## src/rtl/sram_pattern_tester.sv

```systemverilog
`default_nettype none
// ============================================================================
// Module   : sram_pattern_tester
// Purpose  : Request-side self-test client for the SRAM controller. Writes
//            exp(a) = a[DATA_WIDTH-1:0] ^ seed to addresses 0..addr_last,
//            reads every location back and compares it. Reports a saturating
//            error count, the first failing address/expected/read data and a
//            pass flag.
// Ports    : clk, reset (async, active high)
//            start, addr_last, seed         - run control (sampled at start)
//            sram_req (active low), sram_rh_wl, sram_addr, sram_data_w
//                                           - request side of the controller
//            sram_data_r_en, sram_data_r    - controller ready / read data
//            busy, done, pass, err_count, first_err_addr/exp/got - status
// Revision : 1.0 - initial release
// ============================================================================
module sram_pattern_tester #(
  parameter int ADDR_WIDTH = 19,
  parameter int DATA_WIDTH = 8,
  parameter int ERR_WIDTH  = 16
) (
  input  logic                  clk,
  input  logic                  reset,
  input  logic                  start,
  input  logic [ADDR_WIDTH-1:0] addr_last,
  input  logic [DATA_WIDTH-1:0] seed,
  output logic                  sram_req,
  output logic                  sram_rh_wl,
  output logic [ADDR_WIDTH-1:0] sram_addr,
  output logic [DATA_WIDTH-1:0] sram_data_w,
  input  logic                  sram_data_r_en,
  input  logic [DATA_WIDTH-1:0] sram_data_r,
  output logic                  busy,
  output logic                  done,
  output logic                  pass,
  output logic [ERR_WIDTH-1:0]  err_count,
  output logic [ADDR_WIDTH-1:0] first_err_addr,
  output logic [DATA_WIDTH-1:0] first_err_exp,
  output logic [DATA_WIDTH-1:0] first_err_got
);

  localparam logic [ADDR_WIDTH-1:0] c_addr_one = ADDR_WIDTH'(1);
  localparam logic [ERR_WIDTH-1:0]  c_err_one  = ERR_WIDTH'(1);
  localparam logic [ERR_WIDTH-1:0]  c_err_max  = '1;

  typedef enum logic [2:0] {
    S_IDLE     = 3'd0,
    S_SYNC     = 3'd1,
    S_WR_ISSUE = 3'd2,
    S_WR_WAIT  = 3'd3,
    S_RD_ISSUE = 3'd4,
    S_RD_WAIT  = 3'd5,
    S_DONE     = 3'd6
  } state_t;

  state_t                r_state;
  state_t                w_state_next;
  logic [ADDR_WIDTH-1:0] r_addr_last;
  logic [DATA_WIDTH-1:0] r_seed;
  logic [ADDR_WIDTH-1:0] w_addr_inc;
  logic [DATA_WIDTH-1:0] w_addr_lo;
  logic [DATA_WIDTH-1:0] w_inc_lo;
  logic [DATA_WIDTH-1:0] w_exp_cur;
  logic [DATA_WIDTH-1:0] w_exp_inc;
  logic                  w_last;
  logic                  w_mismatch;

  // sram_addr doubles as the sweep address register.
  assign w_addr_inc = sram_addr + c_addr_one;
  assign w_last     = (sram_addr == r_addr_last);

  // Pattern source: low address bits, zero-extended when the address bus is
  // narrower than a data word.
  generate
    if (ADDR_WIDTH >= DATA_WIDTH) begin : g_addr_wide
      assign w_addr_lo = sram_addr[DATA_WIDTH-1:0];
      assign w_inc_lo  = w_addr_inc[DATA_WIDTH-1:0];
    end else begin : g_addr_narrow
      assign w_addr_lo = {{(DATA_WIDTH-ADDR_WIDTH){1'b0}}, sram_addr};
      assign w_inc_lo  = {{(DATA_WIDTH-ADDR_WIDTH){1'b0}}, w_addr_inc};
    end
  endgenerate

  assign w_exp_cur  = w_addr_lo ^ r_seed;
  assign w_exp_inc  = w_inc_lo ^ r_seed;
  assign w_mismatch = (sram_data_r != w_exp_cur);

  // Request is a pure decode of the state register, so an asynchronous reset
  // deasserts it immediately.
  assign sram_req = !((r_state == S_WR_ISSUE) || (r_state == S_RD_ISSUE));

  always_ff @(posedge clk or posedge reset) begin
    if (reset) r_state <= S_IDLE;
    else       r_state <= w_state_next;
  end

  always_comb begin
    w_state_next = r_state;
    case (r_state)
      S_IDLE, S_DONE: if (start) w_state_next = S_SYNC;
      S_SYNC:         if (sram_data_r_en) w_state_next = S_WR_ISSUE;
      S_WR_ISSUE:     w_state_next = S_WR_WAIT;
      S_WR_WAIT:      if (sram_data_r_en) w_state_next = w_last ? S_RD_ISSUE : S_WR_ISSUE;
      S_RD_ISSUE:     w_state_next = S_RD_WAIT;
      S_RD_WAIT:      if (sram_data_r_en) w_state_next = w_last ? S_DONE : S_RD_ISSUE;
      default:        w_state_next = S_IDLE;
    endcase
  end

  // Datapath: every output register is loaded on the cycle before the state
  // that presents it, keeping all outputs registered.
  always_ff @(posedge clk or posedge reset) begin
    if (reset) begin
      sram_rh_wl     <= 1'b1;
      sram_addr      <= '0;
      sram_data_w    <= '0;
      r_addr_last    <= '0;
      r_seed         <= '0;
      busy           <= 1'b0;
      done           <= 1'b0;
      pass           <= 1'b0;
      err_count      <= '0;
      first_err_addr <= '0;
      first_err_exp  <= '0;
      first_err_got  <= '0;
    end else begin
      case (r_state)
        S_IDLE, S_DONE: begin
          if (start) begin
            r_addr_last    <= addr_last;
            r_seed         <= seed;
            sram_addr      <= '0;
            sram_rh_wl     <= 1'b1;
            busy           <= 1'b1;
            done           <= 1'b0;
            pass           <= 1'b0;
            err_count      <= '0;
            first_err_addr <= '0;
            first_err_exp  <= '0;
            first_err_got  <= '0;
          end
        end
        S_SYNC: begin
          if (sram_data_r_en) begin
            sram_rh_wl  <= 1'b0;
            sram_data_w <= w_exp_cur;
          end
        end
        S_WR_WAIT: begin
          if (sram_data_r_en) begin
            if (w_last) begin
              sram_addr  <= '0;
              sram_rh_wl <= 1'b1;
            end else begin
              sram_addr   <= w_addr_inc;
              sram_data_w <= w_exp_inc;
            end
          end
        end
        S_RD_WAIT: begin
          if (sram_data_r_en) begin
            if (w_mismatch) begin
              if (err_count != c_err_max) err_count <= err_count + c_err_one;
              // A saturating counter never returns to zero, so zero means
              // no error has been captured yet in this run.
              if (err_count == '0) begin
                first_err_addr <= sram_addr;
                first_err_exp  <= w_exp_cur;
                first_err_got  <= sram_data_r;
              end
            end
            if (w_last) begin
              busy <= 1'b0;
              done <= 1'b1;
              pass <= (err_count == '0) && !w_mismatch;
            end else begin
              sram_addr <= w_addr_inc;
            end
          end
        end
        default: ;
      endcase
    end
  end

endmodule
`default_nettype wire
```

## config.mk

```make
export PLATFORM = sky130hd
export DESIGN_NAME = sram_pattern_tester
export DESIGN_NICKNAME = d
export VERILOG_FILES = /design/src/rtl/sram_pattern_tester.sv
export SDC_FILE = /design/constraint.sdc
export NUM_CORES = 1
export LEC_CHECK = 0
export BUFFER_PORTS_ARGS = -buffer_cell sky130_fd_sc_hd__buf_2
export CORE_UTILIZATION = 50
export CTS_CLUSTER_SIZE = 30
export DETAILED_ROUTE_END_ITERATION = 6
export PLACE_DENSITY = 0.74
export SLEW_MARGIN = 20
export SYNTH_ARGS = -nofsm -noshare
export SYNTH_HDL_FRONTEND = slang
export SYNTH_SLANG_ARGS = --single-unit
```

## constraint.sdc

```tcl
create_clock -name clk -period 4.71 [get_ports clk]
set_clock_uncertainty 0.1 [all_clocks]
set_input_delay 0.7065 -clock clk [delete_from_list [all_inputs] [get_ports clk]]
set_output_delay 0.7065 -clock clk [all_outputs]
set_load 0.01 [all_outputs]
```

==> metrics.md <==
| Metric | Value |
|---|---|
| Clock-pin slew of the registers on the worst-case setup and hold paths | 0.07 ns |
| PortBufs | 121 |
| Final setup violating endpoints | 0 |
| Drc violations | 0 |
| Crit path max fanout | 18 |
| Distinct cells, synth | 51 |
| Row cnt | 38 |
| Critical path class | register to register |
| Wire per inst | 17.1 µm |
| CTS max path bufs | 2 |
| Xor and xnor area share after synthesis | 0.0842 |
| Largest net degree at the start of global routing | 71 |
| Final slew viol count | 0 |
| Sequential fraction of the synthesis area | 0.490 |
| Worst path bufs/invs | 0 |
| Clk sinks | 112 |
| Delay-heaviest family, CP | simple AND/OR/NAND/NOR gates |
| Achievable Freq | 0.316 GHz |
| Ys Warns | 0 |
| Post-Route WL | 14100 µm |
| CP required | 4.82 ns |
| Mapped Avg Cell Area | 9.84 µm² |
| Final instance area | 6670 µm² |
| Fin crit period | 3.17 ns |
| I/O pin cnt | 122 |
| Initial cell density of the core | 0.521 |
| # diodes | 0 |
| Vias | 4724 |
| Vias in the first global route | 4450 |
| Max VDD drop | 248 µV |
| Starting DRT DRC Count | 358 |
| Initial antenna violation count | 0 |
| Num CTS Buffers | 9 |
| Post-route setup TNS | 0 ns |
| Placed inst area | 6360 µm² |
| Setup bufs post-CTS | 0 |
| H-tree levels | 3 |
| Post-synthesis register bit count | 112 |
| Layout Utilization | 0.608 |
| Actual slew at the worst max-slew pin | 0.971 ns |
| Max-cap viol count | 0 |
| CP arrival | 3.28 ns |
| Resized Gates After CTS | 0 |
| Total power | 2.97 mW |
| Post-DP HPWL | 9960 µm |
| Chip width | 109 µm |
| DRT antenna net count | 0 |
| Vert. Die Dim | 109 µm |
| Crit-path cells | xnor2_1 -> nand4_1 -> nor3_2 -> nand2_1 -> a21oi_2 -> nor2_1 |
| Setup slack, reg-to-reg | 1.54 ns |
| Max_slew headroom | 0.347 |
| All-Layer GR Usage | 0.254 |
| Status | complete, no violations |
| First-pass GRT wire length | 22800 µm |
| Synthesized-area fraction occupied by adder cells | 0.00656 |
| Simple-Gate Fraction of Synth Area | 0.179 |
| Gr ovfl total | 0 |
| Largest family of logic cells by synthesized area | simple AND/OR/NAND/NOR gates |
| Vias per cell | 5.74 |
| Hold WC Path Type | input pin to asynchronous set/reset pin |
| Hold Buf Count CTS | 0 |
| Mapped Area | 5720 µm² |
| Mux contribution to synthesized area | 0.0626 |
| Post-synthesis cell count | 581 |
| Post-synthesis compound-gate area fraction | 0.138 |
| Pwr dens | 445 nW/µm² |
| Total iterations of the first detailed-routing run | 5 |
| Hold Violations, Final | 0 |
| Die area | 11900 µm² |
| Syn Nets | 623 |
| Post-route clock period utilization | 0.673 |
| Worst Setup End Kind | register |
| Crit path largest cell delay | 0.75 ns |
| Layout fillers | 941 |
| Storage cell area | 2800 µm² |
| Leak Pwr | 3.06 nW |
| Layout area overhead | 16.7% |
| CP max-delay cell | nor3_2 |
| Final GP Congestion | 0.870 |
| Core area | 11000 µm² |
| CP startpoint kind | register |
| Area of the multi-input gates | 2700 µm² |
| RSZ-0062 raised after global routing | no |
| Fin nets | 720 |
| Share of cells above drive strength 1 | 0.266 |
| CTS Root Cell | clkbuf_16 |
| CTS tree | built |
| Skew-Pair Late Insertion Delay | 0.36 ns |
-- flip-flops by register name, indices dropped and copies added, names as in the netlist --
name and count:
sram_data_w 8, err_count 16, done 1, r_seed 8
busy 1, first_err_exp 8, first_err_addr 19, sram_rh_wl 1
pass 1, r_addr_last 19, first_err_got 8, r_state 3
sram_addr 19
-- report_power, final --
part | internal, mW | switching (mW) | total, mW
registers | 1.15 | 0.206 | 1.35
clock network | 0.429 | 0.356 | 0.785
logic | 0.451 | 0.382 | 0.833
total | 2.03 | 0.945 | 2.97
-- synth_stat cells, drive strengths merged --
cell type	n	area [µm²]
dfrtp	111	2780
nand2	98	368
o21ai	53	265
a21oi	35	179
xnor2	35	307
mux2	30	338
buf	24	119
nand3	21	105
clkbuf	17	67.6
o31ai	16	120
nand4	15	93.8
nor2	15	56.3
inv	10	37.5
and3	9	56.3
or3	9	56.3
or4	8	60.1
xnor3	7	158
nand2b	6	37.5
nor3	6	35.0
o22a	6	52.6
a22oi	5	37.5
nand3b	5	37.5
nor4	5	46.3
a31oi	3	18.8
ha	3	37.5
nor3b	3	22.5
o311ai	3	26.3
a211oi	2	15.0
a21o	2	15.0
a22o	2	17.5
and2	2	12.5
and3b	2	17.5
mux2i	2	20.0
or2	2	12.5
xor2	2	17.5
a31o	1	8.76
a32o	1	10.0
and4	1	8.76
dfstp	1	26.3
o211ai	1	7.51
o22ai	1	6.26
o41ai	1	8.76
-- final timing paths --
kind,startpoint,to,cells past startpoint
max reg2reg,sram_addr[6]$_DFFE_PP0P_,sram_addr[3]$_DFFE_PP0P_,6
min reg2reg,first_err_got[5]$_DFFE_PP0P_,first_err_got[5]$_DFFE_PP0P_,2
max,sram_addr[6]$_DFFE_PP0P_,sram_addr[3]$_DFFE_PP0P_,6
min in group clk,first_err_got[5]$_DFFE_PP0P_,first_err_got[5]$_DFFE_PP0P_,2
max in group asynchronous,reset,sram_data_w[6]$_DFFE_PP0P_,3
min,reset,r_addr_last[13]$_DFFE_PP0P_,2
-- cells in the final DEF, fill, tap and decap left out, types with 7 or more instances in the layout --
cell,instances
nand2_1,98
o21ai_0,50
clkbuf_16,9
xnor3_1,7
nor2_1,14
nand3_1,21
or4_1,8
nand4_1,15
o31ai_1,16
inv_1,9
and3_1,9
buf_2,121
dfrtp_1,111
mux2_2,30
xnor2_1,35
or3_1,9
a21oi_1,34
-- area by class of cell --
type                       instances  share of cell area
timing repair buffer             127              0.0975
clock buffer                      10              0.0358
inverter                          10             0.00600
sequential                       112               0.420
tap                              140              0.0263
multi-input combinational        418               0.404
clock inverter                     6             0.00994
-- cells by family after synthesis --
group,Yosys count
adder cells (fa/ha/maj),3
flip-flops,112
AND/OR/NAND/NOR,207
multiplexers,32
AO/OA/AOI/OAI,132
XOR/XNOR,44
buffers and inverters,51
-- per-stage QoR --
stage	hold slack [ns]	setup WS [ns]	std cells
after floorplan	0.402	0.946	581
after global placement	0.355	1.60	807
after detailed placement	0.366	1.45	807
after CTS	0.185	1.44	823
after global routing	0.206	1.26	823
final	0.186	1.54	823
-- per-layer routing --
layer | share of wire | global-route usage | vias up | wire, µm
met5 | 0 | 0 | - | 0
met4 | 0.014 | 0.0676 | 0 | 204
met3 | 0.069 | 0.0658 | 16 | 973
met2 | 0.46 | 0.391 | 184 | 6540
met1 | 0.45 | 0.355 | 2271 | 6400
li1 | - | - | 2253 | -
(Power assumes the default switching activity.)
